===== src/rtl/conv_pkg.sv =====
// Shared widths, types and helpers for the 3x3 convolution accumulator.
package conv_pkg;

  localparam int unsigned PIXEL_W      = 8;
  localparam int unsigned COEFF_W      = 8;
  localparam int unsigned NUM_TAPS     = 9;
  localparam int unsigned BOX_W        = PIXEL_W * NUM_TAPS;
  localparam int unsigned PROD_W       = 17;
  localparam int unsigned ROW_W        = 19;
  localparam int unsigned SUM_W        = 21;
  localparam int unsigned IDENTITY_TAP = 4;

  typedef logic signed [COEFF_W-1:0] coeff_t;
  typedef logic signed [PROD_W-1:0]  prod_t;
  typedef logic signed [ROW_W-1:0]   row_sum_t;
  typedef logic signed [SUM_W-1:0]   sum_t;

  // Identity kernel: centre tap equals the normalisation gain, all others zero.
  function automatic coeff_t identity_coeff(input int unsigned tap, input int unsigned shift);
    return (tap == IDENTITY_TAP) ? coeff_t'(1 << shift) : '0;
  endfunction

  function automatic logic [PIXEL_W-1:0] clamp_pixel(input sum_t val);
    if (val < 0) return '0;
    if (val > 255) return '1;
    return val[PIXEL_W-1:0];
  endfunction

endpackage


===== src/rtl/conv_accumulator_if.sv =====
// Window input, coefficient write port and filtered-pixel output stream.
interface conv_accumulator_if;
  import conv_pkg::*;

  logic [BOX_W-1:0]   data_in_box;
  logic               data_in_box_valid;
  logic               coeff_wr_en;
  logic [3:0]         coeff_wr_addr;
  logic [COEFF_W-1:0] coeff_wr_data;
  logic [PIXEL_W-1:0] data_out_pixel;
  logic               data_out_valid;
  logic               data_out_ready;
  logic               data_out_last;
  logic               data_in_ready;
  logic               overflow;

  modport master (
    output data_in_box, data_in_box_valid, coeff_wr_en, coeff_wr_addr, coeff_wr_data,
    output data_out_ready,
    input  data_out_pixel, data_out_valid, data_out_last, data_in_ready, overflow
  );

  modport slave (
    input  data_in_box, data_in_box_valid, coeff_wr_en, coeff_wr_addr, coeff_wr_data,
    input  data_out_ready,
    output data_out_pixel, data_out_valid, data_out_last, data_in_ready, overflow
  );

endinterface


===== src/rtl/sync_fifo.sv =====
// Show-ahead synchronous FIFO; a push to a full FIFO succeeds only alongside a pop.
module sync_fifo #(
  parameter int unsigned Width = 8,
  parameter int unsigned Depth = 8
) (
  input  logic                     clk_i,
  input  logic                     rst_ni,
  input  logic                     push_i,
  input  logic                     pop_i,
  input  logic [Width-1:0]         data_i,
  output logic [Width-1:0]         data_o,
  output logic                     full_o,
  output logic                     empty_o,
  output logic [$clog2(Depth):0]   count_o
);

  localparam int unsigned PtrW = $clog2(Depth);

  logic [Width-1:0] mem_q [Depth];
  logic [PtrW-1:0]  wr_ptr_q, wr_ptr_d, rd_ptr_q, rd_ptr_d;
  logic [PtrW:0]    count_q, count_d;
  logic             do_push, do_pop;

  assign full_o  = (count_q == (PtrW+1)'(Depth));
  assign empty_o = (count_q == '0);
  assign count_o = count_q;
  assign data_o  = empty_o ? '0 : mem_q[rd_ptr_q];

  assign do_pop  = pop_i && !empty_o;
  assign do_push = push_i && (!full_o || do_pop);

  always_comb begin
    wr_ptr_d = do_push ? wr_ptr_q + PtrW'(1) : wr_ptr_q;
    rd_ptr_d = do_pop ? rd_ptr_q + PtrW'(1) : rd_ptr_q;
    count_d  = count_q;
    if (do_push && !do_pop) begin
      count_d = count_q + (PtrW+1)'(1);
    end else if (do_pop && !do_push) begin
      count_d = count_q - (PtrW+1)'(1);
    end
  end

  always_ff @(posedge clk_i) begin
    if (!rst_ni) begin
      wr_ptr_q <= '0;
      rd_ptr_q <= '0;
      count_q  <= '0;
    end else begin
      wr_ptr_q <= wr_ptr_d;
      rd_ptr_q <= rd_ptr_d;
      count_q  <= count_d;
    end
  end

  always_ff @(posedge clk_i) begin
    if (do_push) begin
      mem_q[wr_ptr_q] <= data_i;
    end
  end

endmodule


===== src/rtl/conv_accumulator.sv =====
// 3x3 signed-kernel convolution: multiply, row-sum, total/normalise/clamp, then buffer.
module conv_accumulator
  import conv_pkg::*;
#(
  parameter int unsigned IMAGE_WIDTH = 512,
  parameter int unsigned IW_BIT_NUM  = 9,
  parameter int unsigned NORM_SHIFT  = 3,
  parameter int unsigned FIFO_DEPTH  = 8
) (
  input logic               clk,
  input logic               reset,
  conv_accumulator_if.slave bus
);

  localparam int unsigned CntW = $clog2(FIFO_DEPTH) + 1;

  coeff_t   coeff_q [NUM_TAPS];
  prod_t    prod_d  [NUM_TAPS];
  prod_t    prod_q  [NUM_TAPS];
  row_sum_t row_d   [3];
  row_sum_t row_q   [3];
  logic     s1_valid_q, s2_valid_q;

  sum_t                  total;
  sum_t                  shifted;
  logic [PIXEL_W-1:0]    result;
  logic                  fifo_full, fifo_empty, fifo_pop;
  logic [CntW-1:0]       fifo_count;
  logic [IW_BIT_NUM-1:0] row_cnt_q, row_cnt_d;
  logic                  overflow_q, overflow_d;
  logic                  at_last;

  // S1 reads coeff_q before this edge's write lands, so a coincident write hits the next window.
  always_ff @(posedge clk) begin
    if (!reset) begin
      for (int unsigned k = 0; k < NUM_TAPS; k++) begin
        coeff_q[k] <= identity_coeff(k, NORM_SHIFT);
      end
    end else if (bus.coeff_wr_en && (bus.coeff_wr_addr < 4'(NUM_TAPS))) begin
      coeff_q[bus.coeff_wr_addr] <= bus.coeff_wr_data;
    end
  end

  always_comb begin
    for (int unsigned k = 0; k < NUM_TAPS; k++) begin
      prod_d[k] = prod_t'($signed({1'b0, bus.data_in_box[k*PIXEL_W +: PIXEL_W]}))
                * prod_t'(coeff_q[k]);
    end
    for (int unsigned r = 0; r < 3; r++) begin
      row_d[r] = row_sum_t'(prod_q[3*r]) + row_sum_t'(prod_q[3*r+1])
               + row_sum_t'(prod_q[3*r+2]);
    end
  end

  always_ff @(posedge clk) begin
    if (!reset) begin
      s1_valid_q <= 1'b0;
      s2_valid_q <= 1'b0;
    end else begin
      s1_valid_q <= bus.data_in_box_valid;
      s2_valid_q <= s1_valid_q;
    end
  end

  always_ff @(posedge clk) begin
    if (bus.data_in_box_valid) begin
      prod_q <= prod_d;
    end
    if (s1_valid_q) begin
      row_q <= row_d;
    end
  end

  assign total   = sum_t'(row_q[0]) + sum_t'(row_q[1]) + sum_t'(row_q[2]);
  assign shifted = total >>> NORM_SHIFT;
  assign result  = clamp_pixel(shifted);

  assign fifo_pop = bus.data_out_ready && !fifo_empty;

  sync_fifo #(
    .Width (PIXEL_W),
    .Depth (FIFO_DEPTH)
  ) u_fifo (
    .clk_i   (clk),
    .rst_ni  (reset),
    .push_i  (s2_valid_q),
    .pop_i   (bus.data_out_ready),
    .data_i  (result),
    .data_o  (bus.data_out_pixel),
    .full_o  (fifo_full),
    .empty_o (fifo_empty),
    .count_o (fifo_count)
  );

  assign at_last = (row_cnt_q == IW_BIT_NUM'(IMAGE_WIDTH - 1));

  always_comb begin
    row_cnt_d  = row_cnt_q;
    overflow_d = overflow_q;
    if (fifo_pop) begin
      row_cnt_d = at_last ? '0 : row_cnt_q + IW_BIT_NUM'(1);
    end
    if (s2_valid_q && fifo_full && !fifo_pop) begin
      overflow_d = 1'b1;
    end
  end

  always_ff @(posedge clk) begin
    if (!reset) begin
      row_cnt_q  <= '0;
      overflow_q <= 1'b0;
    end else begin
      row_cnt_q  <= row_cnt_d;
      overflow_q <= overflow_d;
    end
  end

  assign bus.data_out_valid = !fifo_empty;
  assign bus.data_out_last  = !fifo_empty && at_last;
  assign bus.data_in_ready  = (fifo_count <= CntW'(FIFO_DEPTH - 4));
  assign bus.overflow       = overflow_q;

endmodule


===== src/flat_wrapper.sv =====
// flat-port wrapper written by rule: the top's interface ports become plain ports
module conv_accumulator_flat import conv_pkg::*;
#(
  parameter int unsigned IMAGE_WIDTH = 512,
  parameter int unsigned IW_BIT_NUM  = 9,
  parameter int unsigned NORM_SHIFT  = 3,
  parameter int unsigned FIFO_DEPTH  = 8
)
  (clk, reset, bus_data_in_box, bus_data_in_box_valid, bus_coeff_wr_en, bus_coeff_wr_addr, bus_coeff_wr_data, bus_data_out_ready, bus_data_out_pixel, bus_data_out_valid, bus_data_out_last, bus_data_in_ready, bus_overflow);
  conv_accumulator_if bus_i ();
  input logic clk;
  input logic reset;
  input wire logic [$bits(bus_i.data_in_box)-1:0] bus_data_in_box;
  input wire logic [$bits(bus_i.data_in_box_valid)-1:0] bus_data_in_box_valid;
  input wire logic [$bits(bus_i.coeff_wr_en)-1:0] bus_coeff_wr_en;
  input wire logic [$bits(bus_i.coeff_wr_addr)-1:0] bus_coeff_wr_addr;
  input wire logic [$bits(bus_i.coeff_wr_data)-1:0] bus_coeff_wr_data;
  input wire logic [$bits(bus_i.data_out_ready)-1:0] bus_data_out_ready;
  output wire logic [$bits(bus_i.data_out_pixel)-1:0] bus_data_out_pixel;
  output wire logic [$bits(bus_i.data_out_valid)-1:0] bus_data_out_valid;
  output wire logic [$bits(bus_i.data_out_last)-1:0] bus_data_out_last;
  output wire logic [$bits(bus_i.data_in_ready)-1:0] bus_data_in_ready;
  output wire logic [$bits(bus_i.overflow)-1:0] bus_overflow;
  assign bus_i.data_in_box = bus_data_in_box;
  assign bus_i.data_in_box_valid = bus_data_in_box_valid;
  assign bus_i.coeff_wr_en = bus_coeff_wr_en;
  assign bus_i.coeff_wr_addr = bus_coeff_wr_addr;
  assign bus_i.coeff_wr_data = bus_coeff_wr_data;
  assign bus_i.data_out_ready = bus_data_out_ready;
  assign bus_data_out_pixel = bus_i.data_out_pixel;
  assign bus_data_out_valid = bus_i.data_out_valid;
  assign bus_data_out_last = bus_i.data_out_last;
  assign bus_data_in_ready = bus_i.data_in_ready;
  assign bus_overflow = bus_i.overflow;
  conv_accumulator #(.IMAGE_WIDTH(IMAGE_WIDTH), .IW_BIT_NUM(IW_BIT_NUM), .NORM_SHIFT(NORM_SHIFT), .FIFO_DEPTH(FIFO_DEPTH)) u_core (.clk(clk), .reset(reset), .bus(bus_i));
endmodule

===== config.mk =====
export PLATFORM = sky130hd
export DESIGN_NAME = conv_accumulator_flat
export DESIGN_NICKNAME = d
export VERILOG_FILES = /design/src/rtl/conv_pkg.sv /design/src/rtl/conv_accumulator_if.sv /design/src/rtl/sync_fifo.sv /design/src/rtl/conv_accumulator.sv /design/src/flat_wrapper.sv
export SDC_FILE = /design/constraint.sdc
export NUM_CORES = 2
export LEC_CHECK = 0
export BUFFER_PORTS_ARGS = -buffer_cell sky130_fd_sc_hd__buf_2
export CELL_PAD_IN_SITES_DETAIL_PLACEMENT = 1
export CELL_PAD_IN_SITES_GLOBAL_PLACEMENT = 2
export CORE_ASPECT_RATIO = 0.5
export CORE_UTILIZATION = 47
export DETAILED_ROUTE_END_ITERATION = 10
export PLACE_DENSITY = 0.95
export SLEW_MARGIN = 20
export SYNTH_ARGS = -nofsm -noshare
export SYNTH_HDL_FRONTEND = slang
export SYNTH_SLANG_ARGS = --single-unit

===== constraint.sdc =====
create_clock -name clk -period 7.3 [get_ports clk]
set_input_delay 1.095 -clock clk [delete_from_list [all_inputs] [get_ports clk]]
set_output_delay 1.095 -clock clk [all_outputs]
set_load 0.1 [all_outputs]

# ---- Word level (Yosys, flattened, before mapping)
# Memories as Yosys holds them, arrays and structs flattened. A register that Yosys moved wholly into a read port is not among the register bits.
# Cells that the tools add are included.
dict set report op_classes {
  n_lt_le_gt_ge 4
  multipliers 9
  div 0
  addsub 13
  reduce_logical 16
  bitwise_logic 0
  muxes 22
  n_shift 0
  eq_ne 2
}
# cell n
set ops {}
lappend ops {{$mul 9x8->17} 9}
lappend ops {{$add 18x17->19} 3}
lappend ops {{$add 17x17->18} 3}
lappend ops {{$mux 8} 6}
lappend ops {{$add 20x19->21} 1}
lappend ops {{$add 19x19->20} 1}
lappend ops {{$gt 18x9->1 const B} 1}
lappend ops {{$lt 18x1->1 const B} 1}
lappend ops {{$mux 4} 3}
lappend ops {{$mux 1} 10}
lappend ops {{$add 9x1->9 const B} 1}
lappend ops {{$eq 9x9->1 const B} 1}
lappend ops {{$mux 9} 1}
lappend ops {{$logic_and 1x1->1} 8}
lappend ops {{$reduce_or 8->1} 1}
lappend ops {{$add 3x1->3 const B} 2}
lappend ops {{$mux 3} 2}
lappend ops {{$add 4x1->4 const B} 1}
lappend ops {{$eq 4x4->1 const B} 1}
lappend ops {{$le 4x3->1 const B} 1}
lappend ops {{$logic_not 1->1} 4}
lappend ops {{$logic_not 4->1} 1}
lappend ops {{$lt 4x4->1 const B} 1}
lappend ops {{$sub 4x1->4 const B} 1}
lappend ops {{other kinds (2)} 2}
dict set report totals {
  out_inout_bits 12
  rom_bits 0
  word_cells 87
  mem_count 2
  reg_bits 232
  latchBits 0
  ram_bits 136
  in_bits 89
}
# name words width rd rd_clocked_by_memory_dff wr line_no
set memory_table {}
lappend memory_table {u_core.coeff_q 9 8 9 0 9 conv_accumulator.sv:17} ;# coeff_t coeff_q [NUM_TAPS];
lappend memory_table {u_core.u_fifo.mem_q 8 8 1 1 1 sync_fifo.sv:19} ;# logic [Width-1:0] mem_q [Depth];

# ---- Longest topological paths before layout
dict set report logic_depth {
  ltp_word 9
  ltp_mapped 20
  ltp_nobuf 20
}

# ---- By module
# From an unflattened synthesis, not the netlist that was laid out.
dict set report hier_totals {
  cells_unflattened 3329
  hier_area_um2 36024.6
}
# mod cells_per_inst seq_area_each_um2 n_inst area_each_um2
set modules_own_cells {}
lappend modules_own_cells {conv_accumulator 3155 8708.4 1 32926.6}
lappend modules_own_cells {sync_fifo 174 2182.1 1 3098.0}

# ---- Worst setup path before layout
# Ideal clock, no wire load.
dict set report synth_path {
  path_kind {input-to-reg}
  from {input port bus_data_in_box[27]}
  to {register u_core.prod_q[100] in the netlist's numbering, data pin}
  setup_time_ns 0.257
  n_path_buf 0
  arrival_time_ns 4.968
  path_stages 16
  required_time_ns 7.043
  path_slack_ns 2.075
  cell_sequence {nand2_1 fa_1 fa_1 fa_1 fa_1 inv_1 ha_1 a21oi_1 o21ai_0 a21oi_1 o21ai_0 a21oi_1 o21ai_0 or4_1 o311a_1 xor2_1}
}
# element line_no
set synth_rtl {}
lappend synth_rtl {{from (decl)} flat_wrapper.sv:13} ;# input wire logic [$bits(bus_i.data_in_box)-1:0] bus_data_in_box;
lappend synth_rtl {{to (signal assigned)} conv_accumulator.sv:67} ;# prod_q <= prod_d;
lappend synth_rtl {{to (decl)} conv_accumulator.sv:19} ;# prod_t prod_q [NUM_TAPS];

==> qor.txt <==
Simple-Gate Fraction of Synth Area -> 14.43%
Leakage -> 17.86 nW
#FFs+latches synth -> 371
Global-route usage over all layers -> 24.73%
Delay-heaviest family, CP -> adder cells
CTS tree -> built
Slew Viols, Final -> 0
Most frequent cells in the layout -> 617 x inv_1, 464 x ha_1, 406 x fa_1
Final setup fails -> 0
Post-detail-place hpwl -> 72540 um
Setup TNS -> 0 ns
Origin of the critical flop-to-flop path -> u_core.coeff_q[4][7]$_SDFFCE_PN0P_
Number of global-route vias before repair -> 27.32k
Syn. warnings -> 0
Non-Filler Instances -> 4561
Post-synth EDFFs -> 346
# rows -> 71
Synth unique cells -> 66
Clock sink count -> 371
Synth Area in Adders -> 38.79%
CP Cell Sequence -> buf_2 -> nand2_1 -> fa_1 -> fa_1 -> fa_1 -> fa_1 -> inv_1 -> ha_1 -> nor2b_1 -> o21ai_0 -> a21boi_0 -> o21ai_0 -> a21boi_0 -> o21ai_0 -> a21boi_0 -> o21ai_0 -> nor2b_1 -> xnor2_1
Final Instance Area -> 39120 sq um
First-pass GRT wire length -> 149100 um
Syn Area/Cell -> 10.66 sq um
Worst Max-Slew Pin Slew -> 1.103 ns
Cts hold-fix bufs -> 0
Synth-to-Final Area Change -> 8.910%
Max-cap violation count -> 0
RSZ-0062 raised after global routing -> false
Pin count of the biggest net entering global routing -> 90
CTS Buffer Depth -> 3
Synth top area cells -> edfxtp_1 29%, fa_1 23%, ha_1 16%
Clk_lat worst skew -> 0.59 ns
Commonest non-fill, non-tap cell in the layout -> inv_1
Status -> complete, no violations
Largest family of logic cells by synthesized area -> adder cells
CTS root buf -> clkbuf_16
Reg2reg path depth -> 18
Achievable Freq -> 184.7 MHz
Critical Path Fanout Max -> 8
CP Launch Point -> bus_data_in_box[19]
Cell taking the most area after synthesis -> edfxtp_1
Placed cell count -> 4485
# Post-CTS Setup Buffers -> 0
Fin worst setup slack -> 1.887 ns
Num CTS Buffers -> 41
Max incr delay on CP -> 0.54 ns
Kind of start point of the critical path -> input port
Initial antenna violation count -> 9
Mux share of post-synthesis cell area -> 1.337%
Core Box Area -> 75420 sq um
Met2 Usage GRT -> 43.31%
Pwr/cell area -> 431.9 nW/um^2
Grt met1 use -> 32.48%
Seq/Total Area, Yosys -> 30.32%
Async SR Flop Fraction -> 0%
Vias -> 24.47k
Initial Utilization -> 47.63%
R2R Path End -> u_core.prod_q[82]$_DFFE_PP_
Hold endpoint -> u_core.bus.overflow$_SDFFE_PN0P_
Syn Inst Count -> 3369
Grt peak-use layer -> met2
Synth Area in Compound Gates -> 5.301%
Relative slew margins -> 25.68%
Total gr overflow -> 0
Fin crit share -> 74.16%
Synth Flop Type -> edfxtp_1
Design Power -> 16.90 mW
Mapped Nets -> 4328
Hold path startpoint -> u_core.bus.overflow$_SDFFE_PN0P_
Drt initial violations -> 1663
R2r setup slk -> 1.98 ns
Crit end category -> flip-flop
Layout cells sized above 1 -> 5.655%
Share of the synthesized area in the top cell type -> 28.92%
Drc violations -> 0
Final Hold Vio Count -> 0
Min-Delay Path Class -> reg2reg
CTS H-tree lvls -> 2
# IOs -> 101
Area of placed instances -> 37720 sq um
Final ANT Viol Nets -> 0
GR Util met3 -> 3.104%
Die ar. -> 77610 sq um
Total wire length -> 92890 um
Critical path's slowest cell -> fa_1
Post-route minimum period -> 5.414 ns
Final Skew -> 0.02415 ns
1st-pass router iterations -> 5
Die H -> 197.5 um
Buf/Inv on CP -> 2
Post-synthesis xor/xnor area fraction -> 3.243%
Nets@finish -> 4465
Register clock-pin slew on the reported worst setup and hold paths -> 0.06 ns
Cts repair resizes -> 0
Critical path type -> in2reg
Critical Path AT -> 5.74 ns
Peak VDD IR -> 358.6 uV
RD Place Congestion -> 0.8558
Data required, critical path -> 7.63 ns
Synth Cell Area -> 35920 sq um
Input/output buffers -> 100
Die Width -> 393.0 um
Post-DR wirelength/cell -> 20.37 um
Via density -> 5.364
Placement Setup Slack -> 1.352 ns
Hold path cells -> 1
-- final cells by class --
class                   count  area [sq um]
inverters                 617          2316
flip-flops and latches    371         10890
clock inverters            26         316.6
multi-input cells        2368         22680
diodes                      2         5.005
well taps                1022          1279
fillers                  8218         36300
clock buffers              48          1074
repair buffers            107         559.3
-- worst max path at each step --
stage                     cells after the start  slack [ns]                      endpoint
after floorplan                              16        2.07  u_core.prod_q[100]$_DFFE_PP_
after global placement                       19        1.65   u_core.prod_q[82]$_DFFE_PP_
after detailed placement                     19        1.35   u_core.prod_q[84]$_DFFE_PP_
after CTS                                    18        1.89  u_core.prod_q[118]$_DFFE_PP_
after global routing                         18        1.59  u_core.prod_q[116]$_DFFE_PP_
final                                        18        1.89  u_core.prod_q[116]$_DFFE_PP_
-- registers in the layout, indices dropped and copies added, names as in the netlist, named ones only --
signal,cells
u_core.u_fifo.wr_ptr_q,3
u_core.s2_valid_q,1
u_core.u_fifo.rd_ptr_q,3
u_core.prod_q,153
u_core.u_fifo.mem_q,64
u_core.row_q,57
u_core.bus.overflow,1
u_core.row_cnt_q,9
u_core.coeff_q,72
u_core.s1_valid_q,1
u_core.u_fifo.count_o,4
-- worst register-to-register path, stage by stage (launching register included) --
cell      delay (ns)
edfxtp_1        0.53
inv_1           0.20
fa_1            0.57
inv_1           0.05
fa_1            0.51
inv_1           0.06
fa_1            0.51
fa_1            0.50
inv_1           0.05
ha_1            0.31
o21ai_0         0.11
a21boi_0        0.25
o21ai_0         0.15
a21boi_0        0.27
o21ai_0         0.17
a21boi_0        0.31
o21ai_0         0.19
nor2b_1         0.18
xnor2_1         0.14
-- logic make-up (layout without fill, tap and decap cells) --
| family | count (synthesis) | after routing |
|---|---|---|
| simple gates | 1029 | 1029 |
| fa+ha+maj | 870 | 870 |
| buf+inv | 630 | 798 |
| flops | 371 | 371 |
| compound gates | 308 | 308 |
| xor+xnor | 133 | 133 |
| mux | 28 | 28 |
| other cells | 0 | 2 |
-- synth_stat cells (4+ instances only) --
library cell,count
inv_1,617
ha_1,464
fa_1,406
edfxtp_1,346
nand2_1,344
and2_1,330
nor2_1,159
xnor2_1,113
o21ai_0,112
a21oi_1,79
nand2b_1,66
a21boi_0,34
nor3_1,32
nor2b_1,31
dfxtp_1,25
xor2_1,20
a21o_1,18
mux4_2,16
or3_1,13
mux2i_1,12
clkbuf_1,9
nand3_1,9
nor4_1,9
o21a_1,8
and3_1,7
o211ai_1,7
nand4b_1,6
o21bai_1,6
a2111oi_0,4
a31oi_1,4
or2_2,4
-- stage by stage --
step           utilization (%)  hold slack, ns
2_1_floorplan                -          0.4478
3_5_place_dp             50.01          0.4614
5_1_grt                  51.87          0.4880
3_3_place_gp             50.01          0.4527
4_1_cts                  51.85          0.4754
6_report                 51.87          0.4654
-- metal layers --
metal  part of all wire, %  routed length (um)  up-vias
li1                      -                   -    11220
met1                    43               39560    12679
met2                    50               46380      449
met3                   4.9                4533      117
met4                   2.6                2408        0
met5                     0                   0        -
-- report_power, final --
group / total, mW / internal, mW / switching, mW
clock network: 2.23 / 1.28 / 0.951
logic: 10.6 / 4.09 / 6.46
registers: 4.12 / 3.64 / 0.481
total: 16.9 / 9.00 / 7.89
(Power assumes the default switching activity.)
